[config.mk]
export PLATFORM = sky130hd
export DESIGN_NAME = reg_readback_piso
export DESIGN_NICKNAME = d
export VERILOG_FILES = /design/src/rtl/readback_pkg.sv /design/src/rtl/piso_shift_reg.sv /design/src/rtl/reg_readback_piso.sv
export SDC_FILE = /design/constraint.sdc
export NUM_CORES = 1
export LEC_CHECK = 0
export ABC_AREA = 0
export CAP_MARGIN = 15
export CORE_MARGIN = 2
export CORE_UTILIZATION = 49
export DETAILED_ROUTE_END_ITERATION = 8
export PLACE_DENSITY = 0.79
export SLEW_MARGIN = 20
export SYNTH_ARGS = -nofsm -noshare
export SYNTH_HDL_FRONTEND = slang
export SYNTH_SLANG_ARGS = --single-unit
export TNS_END_PERCENT = 100
[constraint.sdc]
create_clock -name clk -period 2.02 [get_ports clk]
set_input_delay 0.404 -clock clk [delete_from_list [all_inputs] [get_ports clk]]
set_output_delay 0.404 -clock clk [all_outputs]
set_load 0.02 [all_outputs]
[src/rtl/readback_pkg.sv]
// Shared definitions for the register readback parallel-to-serial bridge.
// State encoding and default word width.
package readback_pkg;

  localparam int DEFAULT_WIDTH = 32;

  typedef enum logic [1:0] {
    IDLE  = 2'd0,
    SHIFT = 2'd1,
    PAR   = 2'd2
  } state_t;

endpackage : readback_pkg

[src/rtl/piso_shift_reg.sv]
// WIDTH-bit load/shift register with MSB tap; all updates gated by the global enable.
// Shifts left with zero fill so the MSB is always the next bit to leave.
module piso_shift_reg
  import readback_pkg::*;
#(
  parameter int WIDTH = DEFAULT_WIDTH
) (
  input  logic             clk,
  input  logic             rst_n,
  input  logic             en_i,
  input  logic             load_i,
  input  logic             shift_i,
  input  logic [WIDTH-1:0] din_i,
  output logic             msb_o
);

  logic [WIDTH-1:0] shreg_q, shreg_d;

  always_comb begin
    shreg_d = shreg_q;
    if (load_i) begin
      shreg_d = din_i;
    end else if (shift_i) begin
      shreg_d = {shreg_q[WIDTH-2:0], 1'b0};
    end
  end

  always_ff @(posedge clk) begin
    if (!rst_n) begin
      shreg_q <= '0;
    end else if (en_i) begin
      shreg_q <= shreg_d;
    end
  end

  assign msb_o = shreg_q[WIDTH-1];

endmodule : piso_shift_reg

[src/rtl/reg_readback_piso.sv]
// Captures a parallel word and streams it out MSB first over a valid/ready link.
// Define READBACK_PARITY_EN to append an even-parity bit after the data bits.
//
//   state | meaning
//   IDLE  | waiting for a capture; cap_ready high once enabled out of reset
//   SHIFT | presenting data bit cnt (MSB first), advancing on ser_ready
//   PAR   | presenting the parity bit of the captured word (parity build only)
module reg_readback_piso
  import readback_pkg::*;
#(
  parameter int WIDTH = DEFAULT_WIDTH
) (
  input  logic             clk,
  input  logic             rst_n,
  input  logic             enable,
  input  logic             cap_valid,
  output logic             cap_ready,
  input  logic [WIDTH-1:0] cap_data,
  output logic             ser_valid,
  input  logic             ser_ready,
  output logic             ser_out,
  output logic             ser_last,
  output logic             busy
);

  localparam int CNT_W = $clog2(WIDTH);

  state_t           state_q;
  logic [CNT_W-1:0] cnt_q;
  logic             cap_ready_q;
  logic             shreg_msb;
  logic             capture;
  logic             shift_go;
  logic             cnt_last;
`ifdef READBACK_PARITY_EN
  logic             parity_q;
`endif

  assign cnt_last = (cnt_q == CNT_W'(WIDTH - 1));
  assign capture  = (state_q == IDLE) && cap_valid && cap_ready_q && enable;
  assign shift_go = (state_q == SHIFT) && ser_ready;

  piso_shift_reg #(.WIDTH(WIDTH)) u_shreg (
    .clk    (clk),
    .rst_n  (rst_n),
    .en_i   (enable),
    .load_i (capture),
    .shift_i(shift_go),
    .din_i  (cap_data),
    .msb_o  (shreg_msb)
  );

  always_ff @(posedge clk) begin
    if (!rst_n) begin
      state_q     <= IDLE;
      cnt_q       <= '0;
      cap_ready_q <= 1'b0;
`ifdef READBACK_PARITY_EN
      parity_q    <= 1'b0;
`endif
    end else if (enable) begin
      case (state_q)
        IDLE: begin
          if (capture) begin
            state_q     <= SHIFT;
            cnt_q       <= '0;
            cap_ready_q <= 1'b0;
`ifdef READBACK_PARITY_EN
            parity_q    <= ^cap_data;
`endif
          end else begin
            cap_ready_q <= 1'b1;
          end
        end
        SHIFT: begin
          if (ser_ready) begin
            if (cnt_last) begin
              cnt_q <= '0;
`ifdef READBACK_PARITY_EN
              state_q <= PAR;
`else
              state_q     <= IDLE;
              cap_ready_q <= 1'b1;
`endif
            end else begin
              cnt_q <= cnt_q + CNT_W'(1);
            end
          end
        end
`ifdef READBACK_PARITY_EN
        PAR: begin
          if (ser_ready) begin
            state_q     <= IDLE;
            cap_ready_q <= 1'b1;
          end
        end
`endif
        default: begin
          state_q     <= IDLE;
          cnt_q       <= '0;
          cap_ready_q <= 1'b0;
        end
      endcase
    end
  end

  // Serial bit and frame marker decode from held state only, never from ready/valid inputs.
  always_comb begin
    ser_out  = 1'b0;
    ser_last = 1'b0;
    case (state_q)
      SHIFT: begin
        ser_out = shreg_msb;
`ifndef READBACK_PARITY_EN
        ser_last = cnt_last;
`endif
      end
`ifdef READBACK_PARITY_EN
      PAR: begin
        ser_out  = parity_q;
        ser_last = 1'b1;
      end
`endif
      default: begin
        ser_out  = 1'b0;
        ser_last = 1'b0;
      end
    endcase
  end

  assign cap_ready = cap_ready_q;
  assign ser_valid = (state_q != IDLE);
  assign busy      = (state_q != IDLE);

endmodule : reg_readback_piso

==> results.sh, run 1 <==
export IMPL_gr_usage_met3_pct=6.16
export IMPL_pwr_share_comb_pct=12.3
export IMPL_grt_pass1_vias=1659
export IMPL_dp_cells=305
export IMPL_placed_area_sq_mm=0.00230
export IMPL_port_buffers=41
export IMPL_crit_path_end_kind="output port"
export IMPL_setup_tns_ns=0
export IMPL_drv_cap=0
export IMPL_vias_per_cell=5.60
export IMPL_cts_tree="done"
export IMPL_ys_ff_latch=39
export IMPL_hpwl_mm=2.77
export IMPL_rsz0062_at_grt="false"
export IMPL_sw_frac_of_total_pct=22.5
export IMPL_power_switching_mw=0.385
export IMPL_ys_flop_type="dfxtp_1"
export IMPL_final_layout_size_suffix_gt1_share_pct=10.6
export IMPL_worstSetupPathType="flip-flop to output port"
export IMPL_p_clk_share_pct=39.4
export IMPL_crit_fanout=3
export IMPL_grt_max_degree=31
export IMPL_finalHoldViolations=0
export IMPL_seq_power_share_pct=48.4
export IMPL_crit_required_ns=1.62
export IMPL_drt_wl_total_mm=4.20
export IMPL_crit_path_cell_trace="ha_1 > and3_1 > ha_1 > and2_1 > buf_2"
export IMPL_place_congestion=0.735
export IMPL_period_needed_ns=1.92
export IMPL_n_antenna_cell=0
export IMPL_critPathTopFamily="adder cells"
export IMPL_clock_sinks=39
export IMPL_io_pins=42
export IMPL_cts_clk_slew_worst_paths_ns=0.07
export IMPL_antenna_found_initial=0
export IMPL_synth_top_area_share_pct=42.6
export IMPL_busiest_layer="met2"
export IMPL_p_leak_nw=0.995
export IMPL_synth_cell_type_count=27
export IMPL_yosysMostFrequentCell="dfxtp_1"
export IMPL_critical_path_buf_inv_count=1
export IMPL_instances_no_fill=313
export IMPL_vias=1753
export IMPL_min_period_over_period_pct=95.0
export IMPL_ys_top_cells_by_count="39 x dfxtp_1, 36 x nand2_1, 34 x a21oi_1, 30 x o21ai_0, 30 x o31ai_1"
export IMPL_startpoint_type="flip-flop"
export IMPL_drtIter0Drc=199
export IMPL_finalSetupViolations=0
export IMPL_clock_skew_ns=0.00459
export IMPL_netlist_top_cell_by_area="dfxtp_1"
export IMPL_internal_power_mw=1.33
export IMPL_crit_path_frequent_cell="ha_1"
export IMPL_remaining_drc_errors=0
export IMPL_cp_slowest_cell="dfxtp_1"
export IMPL_met1_usage_pct=27.9
export IMPL_final_core_util_pct=66.5
export IMPL_rows=22
export IMPL_root_buffer="clkbuf_8"
export IMPL_ys_warn_count=0
export IMPL_synth_cells=225
export IMPL_dr_pass1_iters=4
export IMPL_syn_to_final_growth_pct=31.8
export IMPL_dieArea_sq_mm=0.00424
export IMPL_antenna_left=0
export IMPL_clockBufferDepth=2
export IMPL_status="completed"
export IMPL_synth_area_top_cells="dfxtp_1 43%, o31ai_1 12%, a21oi_1 9.3%"
export IMPL_ir_worst_vdd_uv=527
export IMPL_holdWs_ns=0.476
export IMPL_gr_total_overflow=0
export IMPL_start_util_pct=50.4
export IMPL_synth_fp_nets=265
export IMPL_die_x_um=65.1
export IMPL_synth_area_sq_mm=0.00183
export IMPL_die_h_um=65.1
export IMPL_worst_pin_slew_ns=0.310
export IMPL_stdcell_area_sq_mm=0.00241
export IMPL_postSynthAreaPerCell_sq_um=8.14
export IMPL_grt_pass1_wl_mm=7.31
export IMPL_numCtsBuffers=5
export IMPL_nNetsFinal=304
export IMPL_wl_per_cell_um=13.4
export IMPL_slew_violations=0
export IMPL_fmax_mhz=521
export IMPL_async_flop_share_pct=0
export IMPL_htreeDepth=2
export IMPL_ys_seq_area_share_pct=42.6
export IMPL_worstPathArrival_ns=1.51
export IMPL_synth_edf_count=0
export IMPL_p_per_area_mw_per_mm2=709
export IMPL_max_stage_delay_ns=0.32
export IMPL_coreArea_sq_mm=0.00363
export IMPL_slew_headroom_pct=79.2
export IMPL_grt_usage_pct=22.0
export IMPL_hold_path_class="flip-flop to flip-flop"
export IMPL_num_fill_cells=315
export IMPL_insertion_delay_ns=0.29
export IMPL_use_met2_pct=36.3
## flip-flops by register name, indices dropped and copies added, names as in the netlist
signal           cells
u_shreg.shreg_q     32
state_q              1
cap_ready            1
cnt_q                5
## power groups by stage
stage | logic (mW) | clock network (mW) | registers [mW]
global route | 0.232 | 0.710 | 0.833
global placement | 0.206 | 0 | 0.844
floorplan | 0.104 | 0 | 0.842
finish | 0.210 | 0.674 | 0.828
detailed placement | 0.210 | 0 | 0.845
CTS | 0.211 | 0.682 | 0.827
## per-stage QoR
stage / worst slack, ns / power [mW]
after global placement: 0.0527 / 1.05
after CTS: 0.0381 / 1.72
after floorplan: 0.455 / 0.946
after detailed placement: 0.0355 / 1.05
after global routing: 0.0145 / 1.77
final: 0.101 / 1.71
## cells by family after synthesis
| family | synth area share, % |
|---|---|
| AO/OA/AOI/OAI | 33.1 |
| adder cells (fa/ha/maj) | 2.05 |
| buffers and inverters | 7.65 |
| flip-flops | 42.6 |
| AND/OR/NAND/NOR | 14.6 |
## worst paths after layout
| kind | to | slack (ns) | startpoint | cells after the start |
|---|---|---|---|---|
| worst max-delay path | ser_last | 0.10 | cnt_q[0]$_SDFFE_PN0P_ | 5 |
| worst min-delay path | u_shreg.shreg_q[0]$_SDFFE_PN0P_ | 0.48 | u_shreg.shreg_q[0]$_SDFFE_PN0P_ | 2 |
| worst max register to register | cnt_q[3]$_SDFFE_PN0P_ | 0.37 | cnt_q[0]$_SDFFE_PN0P_ | 5 |
| worst min register to register | u_shreg.shreg_q[0]$_SDFFE_PN0P_ | 0.48 | u_shreg.shreg_q[0]$_SDFFE_PN0P_ | 2 |
## worst min-delay path: stages, from the launching register on
cell,delay (ns)
dfxtp_1,0.31
nand3_1,0.06
a21oi_1,0.06
## timing repair
action | in CTS | in global routing
setup buffers | 0 | 0
endpoints found under the setup margin | 1 | 1
hold buffers | 0 | 0
gates resized for setup | 4 | 1
## per-layer routing
layer	vias to the layer above	share of wire, %
met5	-	0
met4	0	0.81
met3	2	5.5
met2	45	47
met1	807	47
li1	899	-
## layout by cell type (no fill, tap or decap), types with 2 or more instances in the layout
| cell type | synthesis | layout |
|---|---|---|
| clkdlybuf4s50_1 | 0 | 40 |
| dfxtp_1 | 39 | 38 |
| nand2_1 | 36 | 36 |
| a21oi_1 | 34 | 34 |
| o21ai_0 | 30 | 30 |
| o31ai_1 | 30 | 30 |
| buf_4 | 6 | 12 |
| clkbuf_8 | 0 | 6 |
| nand3_1 | 5 | 5 |
| and3_1 | 4 | 4 |
| ha_1 | 3 | 3 |
| and2_1 | 2 | 2 |
| nor3_1 | 2 | 2 |
| inv_1 | 2 | 2 |
| a311oi_1 | 2 | 2 |
| nor2_1 | 2 | 2 |
| a31oi_1 | 2 | 2 |
| buf_12 | 0 | 2 |
## cell type report
class | count | area, sq um | share of cell area [%]
repair buffers | 55 | 536 | 22.2
inverters | 2 | 7.51 | 0.311
multi-input cells | 161 | 912 | 37.8
flip-flops and latches | 39 | 782 | 32.4
well taps | 48 | 60.1 | 2.49
clock inverters | 2 | 35.0 | 1.45
clock buffers | 6 | 82.6 | 3.42
Power figures use the tool's default switching activity.
==> inputs of run 2 (changes only) <==
- CORE_UTILIZATION: 49 -> 50
- CTS_BUF_LIST: default -> sky130_fd_sc_hd__clkbuf_4
- PLACE_DENSITY: 0.79 -> 0.81
==> run 2 against run 1 <==
Sequential cell count did not move. Critical path type unchanged. Hold slack better by 0.0015 ns. Sequential power hardly changed. Cell count is 1.6% lower. Combinational power hardly changed. Clock power decreased by 44%. Register-to-register slack about the same. Sequential share of layout area rose by 0.86 points. Largest cell class unchanged. Critical path depth unchanged. Maximum frequency down 2.6%. Count of clock-buffer cells in the layout unchanged. Die area fell by 1.9%.
==> results.sh, run 2 (synthesis results as in run 1) <==
export IMPL_crit_required_ns=1.62
export IMPL_grt_pass1_vias=1583
export IMPL_status="completed"
export IMPL_ctsHoldBuffers=0
export IMPL_regMostFlops="u_shreg.shreg_q"
export IMPL_n_antenna_cell=0
export IMPL_grt_pass1_wl_mm=6.99
export IMPL_min_period_over_period_pct=97.5
export IMPL_dr_wl_met2_mm=1.91
export IMPL_crit_path_cell_trace="ha_1 > and3_4 > ha_2 > and2_1 > buf_2"
export IMPL_cp_startpoint="cnt_q[0]$_SDFFE_PN0P_"
export IMPL_pre_cts_ws_ns=0.0295
export IMPL_drtIter0Drc=157
export IMPL_gr_total_overflow=0
export IMPL_antenna_found_initial=0
export IMPL_coreArea_sq_mm=0.00342
export IMPL_cts_setup_buffers=0
export IMPL_place_congestion=0.814
export IMPL_p_leak_nw=0.956
export IMPL_fmax_mhz=507
export IMPL_hold_path_class="flip-flop to flip-flop"
export IMPL_slew_violations=0
export IMPL_clockBufferDepth=2
export IMPL_wl_per_cell_um=13.2
export IMPL_syn_to_final_growth_pct=28.4
export IMPL_r2r_end="cnt_q[3]$_SDFFE_PN0P_"
export IMPL_ff2ff_setup_slack_ns=0.36
export IMPL_ir_worst_vdd_uv=383
export IMPL_worst_pin_slew_ns=0.295
export IMPL_cp_slowest_cell="dfxtp_1"
export IMPL_num_fill_cells=298
export IMPL_io_pins=42
export IMPL_largest_reg_flops=32
export IMPL_final_core_util_pct=68.9
export IMPL_dr_pass1_iters=4
export IMPL_m1WireLength_mm=1.91
export IMPL_antenna_left=0
export IMPL_cp_endpoint="ser_last"
export IMPL_grt_max_degree=40
export IMPL_final_common_cell="clkdlybuf4s50_1"
export IMPL_top_regs="u_shreg.shreg_q (32), cnt_q (5)"
export IMPL_max_stage_delay_ns=0.33
export IMPL_remaining_drc_errors=0
export IMPL_nNetsFinal=303
export IMPL_hpwl_mm=2.72
export IMPL_drt_wl_total_mm=4.07
export IMPL_htreeDepth=2
export IMPL_r2r_start="cnt_q[0]$_SDFFE_PN0P_"
export IMPL_cts_clk_slew_worst_paths_ns=0.10
export IMPL_crit_fanout=3
export IMPL_rows=21
export IMPL_crit_path_end_kind="output port"
export IMPL_top_layer="met4"
export IMPL_insertion_delay_ns=0.35
export IMPL_cts_tree="done"
export IMPL_die_x_um=64.5
export IMPL_setup_ws_ns=0.0495
export IMPL_port_buffers=41
export IMPL_start_util_pct=53.6
export IMPL_startpoint_type="flip-flop"
export IMPL_worstSetupPathType="flip-flop to output port"
export IMPL_final_layout_size_suffix_gt1_share_pct=10.3
export IMPL_dieArea_sq_mm=0.00416
export IMPL_clock_skew_ns=0.00399
export IMPL_clock_sinks=39
export IMPL_slew_headroom_pct=80.3
export IMPL_finalHoldViolations=0
export IMPL_grt_usage_pct=21.1
export IMPL_finalSetupViolations=0
export IMPL_root_buffer="clkbuf_4"
export IMPL_drv_cap=0
export IMPL_die_h_um=64.5
export IMPL_numCtsBuffers=5
export IMPL_routed_wl_met3_um=223
export IMPL_p_per_area_mw_per_mm2=601
export IMPL_worstPathArrival_ns=1.57
export IMPL_r2r_cells=5
export IMPL_vias_per_cell=5.65
export IMPL_period_needed_ns=1.97
export IMPL_vias=1740
export IMPL_final_cell_mix="40 x clkdlybuf4s50_1, 38 x dfxtp_1, 36 x nand2_1"
## run 2: how the worst min path moves through the flow
| stage | from | to | cells after the start | slack, ns |
|---|---|---|---|---|
| 4_1_cts | u_shreg.shreg_q[0]$_SDFFE_PN0P_ | u_shreg.shreg_q[0]$_SDFFE_PN0P_ | 2 | 0.48 |
| 3_3_place_gp | u_shreg.shreg_q[0]$_SDFFE_PN0P_ | u_shreg.shreg_q[0]$_SDFFE_PN0P_ | 2 | 0.46 |
| 6_report | u_shreg.shreg_q[0]$_SDFFE_PN0P_ | u_shreg.shreg_q[0]$_SDFFE_PN0P_ | 2 | 0.48 |
| 5_1_grt | u_shreg.shreg_q[0]$_SDFFE_PN0P_ | u_shreg.shreg_q[0]$_SDFFE_PN0P_ | 2 | 0.52 |
| 3_5_place_dp | u_shreg.shreg_q[0]$_SDFFE_PN0P_ | u_shreg.shreg_q[0]$_SDFFE_PN0P_ | 2 | 0.47 |
| 2_1_floorplan | cnt_q[3]$_SDFFE_PN0P_ | cnt_q[3]$_SDFFE_PN0P_ | 1 | 0.44 |
## run 2: final cells by class
| type | count | area (sq um) | share of cell area (%) |
|---|---|---|---|
| clock buffers | 6 | 45.0 | 1.91 |
| inverters | 2 | 7.51 | 0.319 |
| multi-input cells | 161 | 920 | 39.1 |
| flip-flops and latches | 39 | 782 | 33.2 |
| well taps | 46 | 57.6 | 2.45 |
| repair buffers | 54 | 541 | 23.0 |
## run 2: critical path: cells and delay by family, from the launching register on
kind,cells,cell delay [ns]
adder cells (fa/ha/maj),2,0.41
buffers and inverters,1,0.15
flip-flops,1,0.33
AND/OR/NAND/NOR,2,0.35
## run 2: power breakdown
part	internal, mW	switching [mW]
Combinational	0.120	0.0880
Clock	0.137	0.239
Sequential	0.807	0.0207
## run 2: per-stage QoR
step | hold WS [ns] | total power, mW | std cells | TNS [ns] | cell area [sq um]
after floorplan | 0.441 | 0.946 | 225 | 0 | 1830
after global placement | 0.462 | 1.05 | 302 | 0 | 2300
after detailed placement | 0.467 | 1.05 | 302 | 0 | 2300
after CTS | 0.483 | 1.42 | 308 | 0 | 2340
after global routing | 0.519 | 1.48 | 308 | -0.0292 | 2350
final | 0.478 | 1.41 | 308 | 0 | 2350
## run 2: metal layers
layer	GRT usage, %	up-vias
met5	0	-
met4	6.38	0
met3	6.60	4
met2	33.6	45
met1	27.3	796
li1	-	895
## run 2: repair_timing
action                     4_1_cts  5_1_grt
resized for setup                5        2
pin swaps                        0        0
setup endpoints to repair        2        1
hold endpoints to repair         0        0
==> inputs of run 3 (changes only) <==
- ABC_AREA: 0 -> 1
- PLACE_DENSITY: 0.81 -> 0.8
==> run 3 against run 2 <==
Register-to-register slack improved by 0.17 ns. Sequential share of layout area shrank 4.4 points. Via count up 17%. Critical endpoint unchanged.
==> results.sh, run 3 <==
export IMPL_p_per_area_mw_per_mm2=638
export IMPL_crit_required_ns=1.62
export IMPL_critical_path_buf_inv_count=3
export IMPL_vias_per_cell=5.15
export IMPL_dp_cells=385
export IMPL_dr_wl_met2_mm=2.10
export IMPL_root_buffer="clkbuf_4"
export IMPL_async_flop_share_pct=0
export IMPL_max_stage_delay_ns=0.37
export IMPL_dieArea_sq_mm=0.00474
export IMPL_insertion_delay_ns=0.34
export IMPL_numCtsBuffers=5
export IMPL_rsz0062_at_grt="false"
export IMPL_netlist_top_cell_by_area="dfxtp_1"
export IMPL_startpoint_type="flip-flop"
export IMPL_synth_top_area_share_pct=37.2
export IMPL_ys_top_cells_by_count="49 x nand2_1, 42 x inv_1, 39 x dfxtp_1, 38 x nand3_1, 37 x a21oi_1"
export IMPL_m1WireLength_mm=2.10
export IMPL_synth_edf_count=0
export IMPL_synth_cells=306
export IMPL_dr_pass1_iters=4
export IMPL_vias=2029
export IMPL_cts_tree="done"
export IMPL_status="completed"
export IMPL_final_core_util_pct=67.7
export IMPL_setup_ws_ns=0.102
export IMPL_pre_cts_ws_ns=-0.0282
export IMPL_syn_to_final_growth_pct=29.8
export IMPL_hold_path_class="flip-flop to flip-flop"
export IMPL_worstSetupPathType="flip-flop to output port"
export IMPL_drt_wl_total_mm=4.47
export IMPL_crit_path_cell_trace="ha_4 > inv_2 > nor3_4 > ha_2 > nand2_1 > inv_1 > buf_6"
export IMPL_final_layout_size_suffix_gt1_share_pct=9.88
export IMPL_crit_path_end_kind="output port"
export IMPL_htreeDepth=2
export IMPL_start_util_pct=52.1
export IMPL_ys_seq_area_share_pct=37.2
export IMPL_coreArea_sq_mm=0.00403
export IMPL_synth_fp_nets=346
export IMPL_top_layer="met4"
export IMPL_ctsHoldBuffers=0
export IMPL_synth_area_top_cells="dfxtp_1 37%, nand3b_1 11%, nand3_1 9.1%"
export IMPL_finalHoldViolations=0
export IMPL_die_x_um=68.8
export IMPL_placed_area_sq_mm=0.00258
export IMPL_yosysMostFrequentCell="nand2_1"
export IMPL_holdWs_ns=0.486
export IMPL_nNetsFinal=383
export IMPL_crit_fanout=2
export IMPL_period_needed_ns=1.92
export IMPL_final_cell_mix="49 x nand2_1, 41 x inv_1, 40 x clkdlybuf4s50_1"
export IMPL_ys_ff_latch=39
export IMPL_slew_headroom_pct=73.2
export IMPL_antenna_left=0
export IMPL_largest_reg_flops=32
export IMPL_hpwl_mm=2.97
export IMPL_synth_cell_type_count=21
export IMPL_die_h_um=68.8
export IMPL_grt_pass1_wl_mm=7.05
export IMPL_ys_flop_type="dfxtp_1"
export IMPL_final_common_cell="nand2_1"
export IMPL_remaining_drc_errors=0
export IMPL_clockBufferDepth=2
export IMPL_ir_worst_vdd_uv=469
export IMPL_instances_no_fill=394
export IMPL_drv_cap=0
export IMPL_grt_pass1_vias=1618
export IMPL_p_leak_nw=0.974
export IMPL_ys_warn_count=0
export IMPL_regMostFlops="u_shreg.shreg_q"
export IMPL_critPathTopFamily="flip-flops"
export IMPL_synth_area_sq_mm=0.00210
export IMPL_rows=23
export IMPL_stdcell_area_sq_mm=0.00273
export IMPL_finalSetupViolations=0
export IMPL_top_regs="u_shreg.shreg_q (32), cnt_q (5)"
export IMPL_port_buffers=41
export IMPL_cts_clk_slew_worst_paths_ns=0.11
export IMPL_grt_usage_pct=20.0
export IMPL_io_pins=42
export IMPL_n_antenna_cell=0
export IMPL_postSynthAreaPerCell_sq_um=6.87
export IMPL_wl_per_cell_um=11.3
export IMPL_grt_max_degree=51
export IMPL_worst_pin_slew_ns=0.401
export IMPL_slew_violations=0
export IMPL_gr_total_overflow=0
export IMPL_clock_sinks=39
export IMPL_cp_slowest_cell="dfxtp_2"
export IMPL_antenna_found_initial=0
export IMPL_drtIter0Drc=149
export IMPL_place_congestion=0.857
export IMPL_fmax_mhz=521
export IMPL_routed_wl_met3_um=222
export IMPL_min_period_over_period_pct=94.9
export IMPL_worstPathArrival_ns=1.51
export IMPL_clock_skew_ns=0.00717
==> run 3: cell types whose count changed after synthesis, sizes merged, moves of 3 or more <==
cell,before,now
and3,4,0
buf,15,12
clkbuf,8,12
nand3b,0,31
nand2,36,50
a21oi,34,37
o31ai,30,0
inv,2,44
nand3,5,38
==> run 3: worst paths after layout <==
path	from	endpoint	slack [ns]	cells past startpoint
max	cnt_q[0]$_SDFFE_PN0P_	ser_last	0.10	7
min	u_shreg.shreg_q[0]$_SDFFE_PN0P_	u_shreg.shreg_q[0]$_SDFFE_PN0P_	0.49	2
max reg2reg	cnt_q[0]$_SDFFE_PN0P_	cnt_q[2]$_SDFFE_PN0P_	0.53	11
min reg2reg	u_shreg.shreg_q[0]$_SDFFE_PN0P_	u_shreg.shreg_q[0]$_SDFFE_PN0P_	0.49	2
==> run 3: final cells by class <==
cell class | count | area, sq um
Clock buffer | 6 | 45.0
Tap cell | 50 | 62.6
Timing Repair Buffer | 54 | 534
Multi-Input combinational cell | 199 | 1070
Fill cell | 363 | 1300
Clock inverter | 2 | 60.1
Sequential cell | 39 | 787
Inverter | 44 | 165
==> run 3: routing by layer <==
layer,vias to the layer above,track usage (%)
met5,-,0
met1,885,25.3
li1,1084,-
met3,7,5.84
met2,53,33.3
met4,0,5.39
==> run 3: repair_timing <==
item	in CTS	in global routing
pin swaps	0	2
resized for setup	5	11
cloned	0	0
setup endpoints to repair	2	2
setup buffers	0	1
==> run 3: kinds of logic (layout without fill, tap and decap cells) <==
| family | count (synthesis) | after routing | synth area share [%] |
|---|---|---|---|
| and+or+nand+nor | 125 | 125 | 30.6 |
| adders and majority gates | 3 | 3 | 1.79 |
| AOI/OAI and AO/OA | 71 | 71 | 17.2 |
| buffers and inverters | 68 | 106 | 13.3 |
| DFF | 39 | 39 | 37.2 |
==> run 3: power breakdown <==
group	total, mW	leakage, nW	switching [mW]	internal, mW
logic	0.266	0.600	0.128	0.139
registers	0.827	0.319	0.0210	0.806
clock network	0.645	0.0559	0.246	0.400
==> run 3: worst min-delay path, stage by stage, from the launching register on <==
cell,delay (ns)
dfxtp_1,0.33
nand3_1,0.07
a21oi_1,0.05
==> run 3: metrics by stage <==
| step | setup TNS [ns] | power [mW] |
|---|---|---|
| final | 0 | 1.74 |
| after CTS | 0 | 1.75 |
| after floorplan | 0 | 0.993 |
| after global placement | 0 | 1.10 |
| after global routing | 0 | 1.84 |
| after detailed placement | -0.0282 | 1.11 |
